$ cat src/rtl/scene_object_streamer.sv
// scene_object_streamer
//   Streams the triangles of one of four built-in models (cube, pyramid,
//   octahedron, tetrahedron) over a valid/ready handshake, one triangle per
//   beat. Vertex coordinates and colour are fully resolved before they are
//   registered, so the consumer needs no index lookup.
//
//   Optional feature macro: SCENE_OBJ_SCALE_EN. When defined, a scale_shift
//   port is added and every coordinate is arithmetically right-shifted by the
//   value latched at frame start.
//
// Ports
//   clk            rising-edge clock
//   rst            synchronous active-high reset
//   model_select   0 cube, 1 pyramid, 2 octahedron, 3 tetrahedron
//   frame_start    one-cycle frame request, honoured only while idle
//   scale_shift    coordinate right-shift (SCENE_OBJ_SCALE_EN only)
//   out_ready      consumer accepts the presented beat
//   out_valid      a triangle beat is presented
//   out_v0/v1/v2   vertices packed {x,y,z}, each COORD_W signed
//   out_color      {r,g,b}, 4 bits per channel
//   out_tri_idx    triangle index within the model
//   out_last       beat is the final triangle of the model
//   num_triangles  triangle count of the latched model
//   busy           frame streaming
//   frame_done     one-cycle pulse after the last handshake
//
// state | meaning
// IDLE  | waiting for frame_start, out_valid low
// EMIT  | presenting beats, advancing on each handshake

module scene_object_streamer #(
   parameter int COORD_W  = 10,
   parameter int OBJ_SIZE = 80
) (
   input  logic                   clk,
   input  logic                   rst,
   input  logic [1:0]             model_select,
   input  logic                   frame_start,
`ifdef SCENE_OBJ_SCALE_EN
   input  logic [1:0]             scale_shift,
`endif
   input  logic                   out_ready,
   output logic                   out_valid,
   output logic [3*COORD_W-1:0]   out_v0,
   output logic [3*COORD_W-1:0]   out_v1,
   output logic [3*COORD_W-1:0]   out_v2,
   output logic [11:0]            out_color,
   output logic [3:0]             out_tri_idx,
   output logic                   out_last,
   output logic [3:0]             num_triangles,
   output logic                   busy,
   output logic                   frame_done
);

   typedef enum logic {IDLE, EMIT} state_t;

   // Per-axis coordinate codes: zero, +S, -S
   localparam logic [1:0] CZ = 2'd0;
   localparam logic [1:0] CP = 2'd1;
   localparam logic [1:0] CN = 2'd2;

   localparam logic signed [COORD_W-1:0] S_POS = COORD_W'(OBJ_SIZE);
   localparam logic signed [COORD_W-1:0] S_NEG = -S_POS;

   function automatic logic [3:0] tri_count(input logic [1:0] m);
      case (m)
         2'd0:    return 4'd12;
         2'd1:    return 4'd6;
         2'd2:    return 4'd8;
         default: return 4'd4;
      endcase
   endfunction

   function automatic logic [5:0] vtx_code(input logic [1:0] m, input logic [2:0] v);
      logic [5:0] c;
      c = {CZ, CZ, CZ};
      case (m)
         2'd0: case (v)
            3'd0: c = {CP, CP, CP};  3'd1: c = {CN, CP, CP};
            3'd2: c = {CN, CN, CP};  3'd3: c = {CP, CN, CP};
            3'd4: c = {CP, CP, CN};  3'd5: c = {CN, CP, CN};
            3'd6: c = {CN, CN, CN};  default: c = {CP, CN, CN};
         endcase
         2'd1: case (v)
            3'd0: c = {CZ, CN, CZ};  3'd1: c = {CP, CP, CP};
            3'd2: c = {CN, CP, CP};  3'd3: c = {CN, CP, CN};
            3'd4: c = {CP, CP, CN};  default: ;
         endcase
         2'd2: case (v)
            3'd0: c = {CP, CZ, CZ};  3'd1: c = {CN, CZ, CZ};
            3'd2: c = {CZ, CP, CZ};  3'd3: c = {CZ, CN, CZ};
            3'd4: c = {CZ, CZ, CP};  3'd5: c = {CZ, CZ, CN};
            default: ;
         endcase
         default: case (v)
            3'd0: c = {CP, CP, CP};  3'd1: c = {CN, CN, CP};
            3'd2: c = {CN, CP, CN};  3'd3: c = {CP, CN, CN};
            default: ;
         endcase
      endcase
      return c;
   endfunction

   // {vertex a, vertex b, vertex c, colour}
   function automatic logic [20:0] tri_lut(input logic [1:0] m, input logic [3:0] i);
      logic [20:0] t;
      t = '0;
      case (m)
         2'd0: case (i)
            4'd0:  t = {3'd0, 3'd1, 3'd2, 12'hF00};
            4'd1:  t = {3'd0, 3'd2, 3'd3, 12'hF00};
            4'd2:  t = {3'd4, 3'd6, 3'd5, 12'h0F0};
            4'd3:  t = {3'd4, 3'd7, 3'd6, 12'h0F0};
            4'd4:  t = {3'd0, 3'd4, 3'd5, 12'h00F};
            4'd5:  t = {3'd0, 3'd5, 3'd1, 12'h00F};
            4'd6:  t = {3'd3, 3'd2, 3'd6, 12'hFF0};
            4'd7:  t = {3'd3, 3'd6, 3'd7, 12'hFF0};
            4'd8:  t = {3'd0, 3'd3, 3'd7, 12'h0FF};
            4'd9:  t = {3'd0, 3'd7, 3'd4, 12'h0FF};
            4'd10: t = {3'd1, 3'd5, 3'd6, 12'hF0F};
            4'd11: t = {3'd1, 3'd6, 3'd2, 12'hF0F};
            default: ;
         endcase
         2'd1: case (i)
            4'd0:  t = {3'd0, 3'd1, 3'd2, 12'hF00};
            4'd1:  t = {3'd0, 3'd2, 3'd3, 12'h0F0};
            4'd2:  t = {3'd0, 3'd3, 3'd4, 12'h00F};
            4'd3:  t = {3'd0, 3'd4, 3'd1, 12'hFF0};
            4'd4:  t = {3'd1, 3'd3, 3'd2, 12'h0FF};
            4'd5:  t = {3'd1, 3'd4, 3'd3, 12'h0FF};
            default: ;
         endcase
         2'd2: case (i)
            4'd0:  t = {3'd2, 3'd4, 3'd0, 12'hF00};
            4'd1:  t = {3'd2, 3'd1, 3'd4, 12'h0F0};
            4'd2:  t = {3'd2, 3'd5, 3'd1, 12'h00F};
            4'd3:  t = {3'd2, 3'd0, 3'd5, 12'hFF0};
            4'd4:  t = {3'd3, 3'd0, 3'd4, 12'h0FF};
            4'd5:  t = {3'd3, 3'd4, 3'd1, 12'hF0F};
            4'd6:  t = {3'd3, 3'd1, 3'd5, 12'hFFF};
            4'd7:  t = {3'd3, 3'd5, 3'd0, 12'h888};
            default: ;
         endcase
         default: case (i)
            4'd0:  t = {3'd0, 3'd1, 3'd2, 12'hF00};
            4'd1:  t = {3'd0, 3'd3, 3'd1, 12'h0F0};
            4'd2:  t = {3'd0, 3'd2, 3'd3, 12'h00F};
            4'd3:  t = {3'd1, 3'd3, 3'd2, 12'hFF0};
            default: ;
         endcase
      endcase
      return t;
   endfunction

   function automatic logic signed [COORD_W-1:0] resolve(input logic [1:0] code,
                                                          input logic [1:0] sh);
      logic signed [COORD_W-1:0] c;
      case (code)
         CP:      c = S_POS;
         CN:      c = S_NEG;
         default: c = '0;
      endcase
      return c >>> sh;
   endfunction

   function automatic logic [3*COORD_W-1:0] vertex(input logic [1:0] m, input logic [2:0] v,
                                                   input logic [1:0] sh);
      logic [5:0] code;
      code = vtx_code(m, v);
      return {resolve(code[5:4], sh), resolve(code[3:2], sh), resolve(code[1:0], sh)};
   endfunction

   state_t                 state_q;
   logic [1:0]             model_q;
   logic [3:0]             idx_q;
   logic [3:0]             num_q;
   logic                   valid_q, busy_q, done_q, last_q;
   logic [3*COORD_W-1:0]   v0_q, v1_q, v2_q;
   logic [11:0]            color_q;

   // Lookup address: triangle 0 of the requested model while idle,
   // otherwise the triangle after the one currently presented.
   logic [1:0]             lut_model;
   logic [3:0]             lut_idx;
   logic [3:0]             lut_num;
   logic [20:0]            lut_tri;
   logic [1:0]             shift_d;

`ifdef SCENE_OBJ_SCALE_EN
   logic [1:0]             scale_q;
   assign shift_d = (state_q == IDLE) ? scale_shift : scale_q;
`else
   assign shift_d = 2'd0;
`endif

   always_comb begin
      lut_model = model_q;
      lut_idx   = idx_q + 4'd1;
      if (state_q == IDLE) begin
         lut_model = model_select;
         lut_idx   = 4'd0;
      end
      lut_num = tri_count(lut_model);
      lut_tri = tri_lut(lut_model, lut_idx);
   end

   logic                   handshake;
   assign handshake = valid_q && out_ready;

   always_ff @(posedge clk) begin
      if (rst) begin
         state_q <= IDLE;
         model_q <= 2'd0;
         idx_q   <= 4'd0;
         num_q   <= 4'd0;
         valid_q <= 1'b0;
         busy_q  <= 1'b0;
         done_q  <= 1'b0;
         last_q  <= 1'b0;
         v0_q    <= '0;
         v1_q    <= '0;
         v2_q    <= '0;
         color_q <= '0;
`ifdef SCENE_OBJ_SCALE_EN
         scale_q <= 2'd0;
`endif
      end else begin
         done_q <= 1'b0;
         case (state_q)
            IDLE: begin
               if (frame_start) begin
                  state_q <= EMIT;
                  model_q <= model_select;
                  num_q   <= lut_num;
                  idx_q   <= 4'd0;
                  valid_q <= 1'b1;
                  busy_q  <= 1'b1;
`ifdef SCENE_OBJ_SCALE_EN
                  scale_q <= scale_shift;
`endif
                  v0_q    <= vertex(lut_model, lut_tri[20:18], shift_d);
                  v1_q    <= vertex(lut_model, lut_tri[17:15], shift_d);
                  v2_q    <= vertex(lut_model, lut_tri[14:12], shift_d);
                  color_q <= lut_tri[11:0];
                  last_q  <= (lut_idx == lut_num - 4'd1);
               end
            end
            default: begin
               if (handshake) begin
                  if (idx_q == num_q - 4'd1) begin
                     state_q <= IDLE;
                     valid_q <= 1'b0;
                     busy_q  <= 1'b0;
                     done_q  <= 1'b1;
                  end else begin
                     idx_q   <= lut_idx;
                     v0_q    <= vertex(lut_model, lut_tri[20:18], shift_d);
                     v1_q    <= vertex(lut_model, lut_tri[17:15], shift_d);
                     v2_q    <= vertex(lut_model, lut_tri[14:12], shift_d);
                     color_q <= lut_tri[11:0];
                     last_q  <= (lut_idx == lut_num - 4'd1);
                  end
               end
            end
         endcase
      end
   end

   assign out_valid     = valid_q;
   assign out_v0        = v0_q;
   assign out_v1        = v1_q;
   assign out_v2        = v2_q;
   assign out_color     = color_q;
   assign out_tri_idx   = idx_q;
   assign out_last      = last_q;
   assign num_triangles = num_q;
   assign busy          = busy_q;
   assign frame_done    = done_q;

endmodule

$ cat config.mk
export PLATFORM = sky130hd
export DESIGN_NAME = scene_object_streamer
export DESIGN_NICKNAME = d
export VERILOG_FILES = /design/src/rtl/scene_object_streamer.sv
export SDC_FILE = /design/constraint.sdc
export NUM_CORES = 1
export LEC_CHECK = 0
export ABC_CLOCK_PERIOD_IN_PS = 13100
export CAP_MARGIN = 15
export CORE_MARGIN = 3
export CORE_UTILIZATION = 45
export CTS_BUF_LIST = sky130_fd_sc_hd__clkbuf_16
export DETAILED_ROUTE_END_ITERATION = 10
export PLACE_DENSITY = 0.79
export SLEW_MARGIN = 20
export SYNTH_ARGS = -nofsm -noshare
export SYNTH_HDL_FRONTEND = slang
export SYNTH_SLANG_ARGS = --single-unit
$ cat constraint.sdc
create_clock -name clk -period 13.1 [get_ports clk]
set_clock_uncertainty 0.2 [all_clocks]
set_input_delay 1.965 -clock clk [delete_from_list [all_inputs] [get_ports clk]]
set_output_delay 1.965 -clock clk [all_outputs]
set_load 0.03 [all_outputs]
== Word-level counts from Yosys, hierarchy flattened ==
Index checks and enable logic that the tools add are counted.
W data, S select, Z words.

* Input bits: 6
* Bits in registers: 116
* Word-level logic and storage cells: 194

* Equality and inequality tests: 72
* $add $sub $neg: 3
* Bitwise logic cells: 2
* Muxes and demuxes: 95
* Reduce and logical (&&, ||, !) cells: 11

{| class="wikitable"
|+ Operators by type and width
! kind !! count
|-
| $mux W30 || 12
|-
| $pmux W10 S2 || 18
|-
| $pmux W21 S12 || 1
|-
| $pmux W20 S8 || 1
|-
| $mux W6 || 21
|-
| $pmux W6 S7 || 3
|-
| $pmux W19 S6 || 1
|-
| $pmux W6 S6 || 3
|-
| $pmux W6 S5 || 3
|-
| $pmux W19 S4 || 1
|-
| $pmux W6 S4 || 3
|-
| $pmux W21 S3 || 1
|-
| $pmux W6 S3 || 3
|-
| $mux W12 || 4
|-
| $eq A2 B1 Y1 const B || 19
|-
| $eq A2 B2 Y1 const B || 19
|-
| $eq A3 B3 Y1 const B || 9
|-
| $mux W4 || 5
|-
| $eq A3 B2 Y1 const B || 6
|-
| $eq A4 B3 Y1 const B || 4
|-
| $eq A4 B4 Y1 const B || 4
|-
| $mux W1 || 13
|-
| $pmux W4 S3 || 1
|-
| $eq A3 B1 Y1 const B || 3
|-
| other kinds (17) || 25
|}

== Depth between registers and ports, before layout ==
Gate-level depths: netlist of run 1.

* Depth in word-level cells: 17
* Mapped depth: 21
* Gate-level depth less buffers: 17

== Worst setup path before layout of run 1 ==
OpenSTA, ideal clock, no wires.

* Path kind: in2reg
* Start point: input model_select[0]
* End point: register v2_q[14] (netlist: out_v2[14])
* Setup slack: 7.839 ns
* Data arrival time: 4.976 ns
* Stages on the path: 15
* Buffers on the path: 1
* Required time: 12.814 ns
* Setup time: 0.086 ns
* Cell sequence: mux2i_1 -> ha_1 -> clkbuf_1 -> o221a_2 -> nor2_1 -> nor3_1 -> o21ai_0 -> a32o_1 -> ha_1 -> nor2_1 -> nor2_1 -> a221oi_2 -> a22oi_1 -> ha_1 -> a211oi_1

* Cells in the longest elaborated chain, start to end: 15

{| class="wikitable"
|+ Ends and longest elaborated chain
! element !! RTL line !! text
|-
| start, declared || 37 || <nowiki>input logic [1:0] model_select,</nowiki>
|-
| $mux W2 (*) || 199 || <nowiki>if (state_q == IDLE) begin</nowiki>
|-
| $eq A2 B2 Y1 (tied with other cells) || 77, 108 ||
|-
| $pmux W21 S3 || 108 || <nowiki>case (m)</nowiki>
|-
| $eq A3 B3 Y1 (tied with other cells) || 78 || <nowiki>2'd0: case (v)</nowiki>
|-
| $pmux W6 S7 (tied with other cells) || 78 ||
|-
| $pmux W6 S3 (*) || 77 || <nowiki>case (m)</nowiki>
|-
| $mux W6 || 250 || <nowiki>if (idx_q == num_q - 4'd1) begin</nowiki>
|-
| $mux W6 || 249 || <nowiki>if (handshake) begin</nowiki>
|-
| $mux W6 || 229 || <nowiki>case (state_q)</nowiki>
|-
| $mux W6 || 211 || <nowiki>if (rst) begin</nowiki>
|-
| $eq A2 B2 Y1 / $eq A2 B1 Y1 (equally long branches) || 158 || <nowiki>case (code)</nowiki>
|-
| $pmux W10 S2 || 158 ||
|-
| $mux W30 || 250 ||
|-
| $mux W30 || 249 ||
|-
| $mux W30 (*) || 229 ||
|-
| end signal, assigned || 243 || <nowiki>v2_q <= vertex(lut_model, lut_tri[14:12], shift_d);</nowiki>
|-
| end signal, assigned || 259 || <nowiki>v2_q <= vertex(lut_model, lut_tri[14:12], shift_d);</nowiki>
|-
| end, declared || 178 || <nowiki>logic [3*COORD_W-1:0] v0_q, v1_q, v2_q;</nowiki>
|}

Every way passes the cells marked *; elsewhere a longest branch is shown, timed or not. The select of a mux whose other input is x is not followed.
A chain may end at the register's enable or synchronous reset.

== Final worst setup path of run 1 ==
* Start point: input model_select[0]
* End point: register v2_q[4] (netlist: out_v2[4])

Same word-level chain as after synthesis.

==> metrics list, run 1 <==
- The cell count after synthesis came out at 650.
* Leakage dissipation: 2.11 nW
* Sequential area share after synthesis: 19.2%
* Worst-skew pair later-pin latency: 0.29 ns
* Area share of fa/ha/maj cells after synthesis: 9.90%
- The number of antenna violations at the first check in global routing is 0.
* Wire per inst: 16.4 um
* First-pass iteration count of the detailed router: 5
* Synthesized area: 4800 sq um
* Cell area after placement: 5230 sq um
* Register clock-pin slew on the reported worst setup and hold paths: 0.06 ns
- The critical path is of the primary input to flip-flop type.
- Max-cap violations in this run came to 0.
* Startpoint type of the worst setup path: primary input
* Power per cell area: 98.6 nW/um^2
- Starting utilization of the core area: 46.3%
- Summed over all instances, the cell type with the most area after synthesis is dfxtp_1.
* Final core occ: 51.8%
- Compound-cell area share of the yosys netlist: 29.4%
- Global routing used 22.0% of the available tracks.
- Maximum root-to-sink buffer count: 2
- Cell chain of the critical path: clkdlybuf4s50_1 > mux2i_1 > ha_1 > o221a_2 > nor2_1 > nor3_1 > o21ai_0 > a32oi_1 > ha_1 > nor2_1 > nand3_1 > nand2_1 > o21ai_0 > o31a_1 > ha_1 > a211oi_1
- Final hold vios: 0
- Setup slack closes at 6.88 ns.
* Number of synthesized register bits: 46
- The post-route netlist has 4.64% of its cells at a drive strength greater than 1.
- Post-CTS Hold Buffers: 0
- Fmax achieved: 0.161 GHz
- For this run, design rule violations remaining after detail routing come to 0.
* Critical path data arrival time: 6.22 ns
- In this run the worst path has a maximum fanout of 23.
- Worst ir drop on vdd: 0.0545 mV
* H-tree levels: 2
* Number of standard-cell rows in the floorplan: 37
- NumNets Final: 711
* List of most frequent post-synthesis cells: nand2_1 (88), buf_4 (71), a21oi_1 (58)
- Hold Path Class: flip-flop to flip-flop
* # fillers: 1042
- On the critical path the largest part of the delay comes from compound AO/OA/AOI/OAI gates.
* Total detailed-routing wirelength: 13.2 mm
- Number of buffers added by the clock tree synthesis step: 5
* Number of stages on the worst setup path: 16
- 0 antenna diodes ended up in the layout.
* Worst hold path depth: 2
- Yosys cell types: 76
* Clock tree sinks: 46
- The Yosys step of the flow raised 0 warnings.
* Detailed-route vias per instance: 5.85
- CTS placed an instance of clkbuf_16 at the clock tree root.
- Yosys mapped a number of flops with a built-in enable equal to 0.
- In this run the horizontal extent of the chip is 109 um.
* Routability congestion estimate: 1.01
- Once layout is done, the placed cells without fillers occupy 5370 sq um.
- Worst setup timing slack at the placement stage: 6.70 ns
- Total Power: 0.000530 W
- Synth area leaders: dfxtp_1 (19%), buf_4 (11%), ha_1 (9.9%)
- Of all flip-flops after synthesis, the portion carrying an async set or reset was 0%.
* Via count of the first global-routing pass: 4320
- Final sum of negative setup slack: 0 ns
* Synthesized-area fraction occupied by and/or/nand/nor cells: 19.1%
* Starting DRC count in detailed routing: 329
- Measured against the total synthesized area, the mux share comes to 1.90%.
* Worst slew pin tran: 0.874 ns
- Clock tree from TritonCTS: yes
- Final worst-path cycle share: 47.5%
- Largest net degree at the start of global routing: 51
- The core region is 10400 sq um.
- The die covers 11900 sq um.
- The number of max-slew violations in the final report came to 0.
* Number of nets with antenna violations after detailed routing: 0
- Setup repair after global routing missed its margin: no
- Total global routing overflow: 0
- Combinational family with the most area after synthesis: compound AO/OA/AOI/OAI gates
- Post-synthesis average cell area: 7.39 sq um
* Global-route wire length before repair: 21.3 mm
- Count leader, synth: nand2_1
- Setup violations remaining at the end of the flow were counted as 0.
- Detailed placement ended at an HPWL of 9.46 mm.
* Time the worst path needs with I/O delays and setup: 6.22 ns
* Largest stage delay on the critical path: 0.81 ns
- Post-synth top area share: 19.2%
- Synth Flop Type: dfxtp_1
- Parity-gate share of the synthesized area counting xor and xnor cells: 3.46%
* DIE HEIGHT: 109 um
* PortBufs: 82
- Cell repeated most along the worst path: ha_1
- At the worst endpoint, the required time is 13.10 ns.
* Relative max-transition margin: 41.7%
* Crit path max-delay cell type: ha_1
- DR vias: 4701
* Cell count of the worst reg-to-reg path: 15
- Number of top-level design ports: 120
- Kind of end point of the critical path: flip-flop
- Result of the run: finished clean
* Synthesis-to-finish area growth: 11.9%
- The number of setup buffers added after CTS is 0.
- Gates resized during post-CTS repair numbered 0.
- Buffers plus inverters on the worst setup path: 1
sequential cells by signal, indices dropped and copies added (netlist names):
signal / count
num_triangles: 3
busy: 1
frame_done: 1
out_v0: 9
state_q: 1
out_v2: 9
model_q: 2
out_v1: 9
out_tri_idx: 4
out_last: 1
out_color: 6
worst min-delay path: stages (launching register included):
cell and delay, ns:
dfxtp_1 0.31, nand2_1 0.05, a21oi_1 0.05
cell type report:
class	count	area (sq um)	area share, %
Multi-Input combinational cell	506	3210	59.7
Sequential cell	46	921	17.1
Clock buffer	5	125	2.33
Timing Repair Buffer	86	851	15.8
Inverter	22	82.6	1.54
Clock inverter	3	16.3	0.303
Tap cell	136	170	3.17
path summary, 6_finish.rpt:
| check | startpoint | to | slack (ns) |
|---|---|---|---|
| worst max-delay path | model_select[0] | out_v2[4] | 6.88 |
| worst max register to register | out_tri_idx[0] | out_v1[24] | 8.08 |
| worst min register to register | out_v2[16] | out_v2[16] | 0.25 |
| worst min-delay path | out_v2[16] | out_v2[16] | 0.25 |
layer usage:
layer | part of all wire, % | GRT usage (%) | vias up
met4 | 1.7 | 4.99 | 0
met2 | 48 | 38.3 | 258
li1 | - | - | 2239
met1 | 42 | 29.0 | 2181
met5 | 0 | 0 | -
met3 | 8.2 | 2.70 | 23
logic make-up after synthesis:
| logic type | count (synthesis) |
|---|---|
| AOI/OAI and AO/OA | 205 |
| and+or+nand+nor | 205 |
| buffers and inverters | 134 |
| DFF | 46 |
| adders and majority gates | 38 |
| xor gates and xnor gates | 12 |
| muxes | 9 |
| other | 1 |
through the flow:
| step | hold slack [ns] | instances |
|---|---|---|
| final | 0.248 | 804 |
| after global routing | 0.275 | 804 |
| after CTS | 0.254 | 804 |
| after detailed placement | 0.246 | 796 |
| after global placement | 0.237 | 796 |
| after floorplan | 0.260 | 686 |
power breakdown:
part	internal, W	switching [W]	total (W)
logic	0.0000904	0.000152	0.000242
registers	0.000151	0.00000795	0.000159
clock network	0.0000703	0.0000581	0.000128
total	0.000312	0.000218	0.000530
cell usage in the layout, fill, tap and decap left out, types with 4 or more instances in the layout:
cell,count
o21ai_0,34
a31oi_1,5
a22oi_1,5
inv_1,22
ha_1,38
nand3_1,13
nor2_1,51
conb_1,37
buf_4,4
nor2b_1,6
a211oi_1,11
dfxtp_1,46
and3_1,5
and2_1,7
clkdlybuf4s50_1,82
o31ai_1,8
clkbuf_16,5
a221o_1,5
nand2_1,88
o22ai_1,5
o21a_1,16
o221a_2,5
a22o_1,5
o211ai_1,4
mux2i_1,8
xor2_1,4
nand4_1,5
a21oi_1,58
o32ai_1,4
o32a_1,4
nor3_1,11
Power figures use the tool's default switching activity.
==> run 2: changes to the inputs <==
--- a/config.mk
+++ b/config.mk
@@ -5,7 +5,7 @@
 export SDC_FILE = /design/constraint.sdc
 export NUM_CORES = 1
 export LEC_CHECK = 0
-export ABC_CLOCK_PERIOD_IN_PS = 13100
+export ABC_CLOCK_PERIOD_IN_PS = 6250
 export CAP_MARGIN = 15
 export CORE_MARGIN = 3
 export CORE_UTILIZATION = 45
==> constraint.sdc (replaced) <==
create_clock -name clk -period 6.25 [get_ports clk]
set_clock_uncertainty 0.2 [all_clocks]
set_input_delay 0.9375 -clock clk [delete_from_list [all_inputs] [get_ports clk]]
set_output_delay 0.9375 -clock clk [all_outputs]
set_load 0.03 [all_outputs]
==> metrics list, run 2 (synthesis gave the netlist of run 1 again) <==
- Result of the run: finished clean
- The via count of the first global-routing pass came to 4365 (+1.0%).
- The power density over the cells was 203 nW/um^2 (+110%).
* Relative max-transition margin: 32.5% (-9.3 points)
- The number of nets with antenna violations after detailed routing came to 0 (unchanged).
* Number of maximum-capacitance violations: 0 (unchanged)
* Total inserted antenna cells: 0 (unchanged)
- Number of buffers added by the clock tree synthesis step: 5 (unchanged)
- Total global routing overflow: 0 (unchanged)
* Remaining DRCs: 0 (unchanged)
* Total of endpoints with negative setup slack in the final report: 0 (unchanged)
* Number of standard-cell rows in the floorplan: 37 (unchanged)
- The proportion of power drawn by combinational gates came to 46.4% (+0.6 points).
- The highest cell delay on the worst timing path was 0.99 ns (+0.18 ns).
- Final worst-path cycle share: 78.3%
- Maximum root-to-sink buffer count: 2 (unchanged)
- Flop pwr share: 30.8% (+0.8 points)
* Net load switching power: 0.000443 W (+100%)
* Resized Gates After CTS: 0 (unchanged)
* Detailed-route vias per instance: 5.80 (-0.80%)
- The library cell used most frequently in the layout, excluding fill and tap cells, is nand2_1.
* Most frequent cells in the layout: nand2_1 (88), clkdlybuf4s50_1 (82), a21oi_1 (58)
- The internal power of the cells is 0.000651 W (+110%).
* Setup fix buffers added after clock tree synthesis: 0 (unchanged)
- The global-route wire length before repair came to 20.9 mm (-1.8%).
- In this run the worst hold path is classified as flip-flop to flip-flop.
* DIE HEIGHT: 109 um (unchanged)
- The worst ir drop on vdd came to 0.120 mV (+120%).
- The worst setup path is launched from a flip-flop.
* Kind of end point of the critical path: flip-flop
* Critical path data arrival time: 4.89 ns (-1.33 ns)
* Clock tree from TritonCTS: yes
* Number of non-filler instances in the completed layout: 805 (+0.12%)
- The count of placed standard cells including taps is 799 (+0.38%).
- The number of buffers added on ports was 82 (unchanged).
- The net count of the finished layout came to 714 (+0.42%).
- Setup repair after global routing left no endpoint under its margin.
- The length of the first detailed-routing pass in iterations came to 6 (+1).
- Time the worst path needs with I/O delays and setup: 4.90 ns
- From synthesis to final layout, the design area changed by 12.1%.
* Share of cells above drive strength 1: 4.93% (+0.29 points)
- Among all stages on the critical path, the largest delay is contributed by dfxtp_1.
- Starting DRC count in detailed routing: 336 (+2.1%)
- The wire length per cell after detailed routing was 16.0 um (-2.3%).
- Final count of pins violating max slew: 0 (unchanged)
- Switch share: 40.5% (-0.68 points)
* Master cell of the clock root buffer: clkbuf_16
- The overall via count from detail_route is 4669 (-0.68%).
- The hold violation count in the final report came to 0 (unchanged).
- Final sum of negative setup slack: 0 ns (unchanged)
- The placer's final routability congestion estimate was 0.920 (-9.2%).
* Core footprint: 10400 sq um (unchanged)
- The clock sink count is 46 (unchanged).
- Number of top-level design ports: 120 (unchanged)
* Die area: 11900 sq um (unchanged)
* Cell chain of the critical path: mux2i_1 > ha_1 > o221a_2 > nor2_1 > nor3_1 > o21ai_0 > a32o_1 > ha_1 > nor2_1 > nor2_1 > a221oi_2 > a22oi_1 > ha_1 > a211oi_1
* Number of antenna violations at the first check in global routing: 0 (unchanged)
* Largest net degree at the start of global routing: 50 (-2.0%)
- The worst setup path is of the flip-flop to flip-flop kind.
* Part of the total power dissipated in the clock network: 22.8% (-1.4 points)
* Die width: 109 um (unchanged)
- The number of levels the H-tree was split into came to 2 (unchanged).
- Fmax achieved: 0.204 GHz
* Critical Path RT: 6.24 ns (-6.86 ns)
* Register clock-pin slew on the reported worst setup and hold paths: 0.06 ns (about the same)
- The total routed wirelength came to 12.9 mm (-2.2%).
- Worst-skew pair later-pin latency: 0.28 ns (about the same)
- Starting utilization of the core area: 46.3% (unchanged)
* Post-CTS Hold Buffers: 0 (unchanged)
- The global-route usage over all layers is 21.6% (-0.40 points).
* Final HPWL from detailed placement: 9.46 mm (about the same)
- The transition time at the pin with the least slew margin is 1.01 ns (+0.137 ns).
- Leakage dissipation: 2.11 nW (+0.19%)
* Worst Path Max Fanout: 30 (+30%)
run 2: cell count changes in the layout (fill, tap and decap cells not counted), sizes merged:
| cell | change |
|---|---|
| inv | -2 |
| buf | +3 |
run 2: final timing paths:
kind	slack, ns	to	from	cells past startpoint
worst min-delay path	0.25	out_v2[16]	out_v2[16]	2
worst min register to register	0.25	out_v2[16]	out_v2[16]	2
worst max-delay path	1.35	out_v2[14]	state_q	14
worst max register to register	1.35	out_v2[14]	state_q	14
run 2: through the flow:
step	total power [W]	cell area [sq um]	setup slack (ns)	hold slack, ns	util [%]
5_1_grt	0.00117	5380	0.962	0.270	51.9
6_report	0.00109	5380	1.35	0.252	51.9
2_1_floorplan	0.000741	4940	1.88	0.260	-
3_5_place_dp	0.000848	5250	1.17	0.246	50.7
4_1_cts	0.00110	5380	1.41	0.254	51.9
3_3_place_gp	0.000841	5250	1.28	0.238	50.7
run 2: final cells by class:
type,count,area (sq um)
clock inverter,1,3.75
multi-input combinational,506,3210
sequential,46,921
clock buffer,5,125
tap,136,170
inverter,22,82.6
fill,1028,4990
timing repair buffer,89,873
run 2: worst max-delay path, delay by kind of cell, from the launching register on:
| family | cells | cell delay [ns] |
|---|---|---|
| simple gates | 4 | 0.58 |
| flops | 1 | 0.99 |
| compound gates | 6 | 1.40 |
| mux | 1 | 0.52 |
| fa+ha+maj | 3 | 1.09 |
run 2: layer usage:
layer	GRT usage (%)	part of all wire [%]
met2	36.8	48
met5	0	0
met1	27.3	42
met4	7.66	2.9
met3	3.93	7.9
run 2: power groups by stage:
stage               clock (W)  sequential (W)  combinational (W)
floorplan                   0        0.000381           0.000360
global placement            0        0.000343           0.000498
detailed placement          0        0.000344           0.000504
CTS                  0.000260        0.000338           0.000506
global route         0.000267        0.000341           0.000560
finish               0.000249        0.000337           0.000508
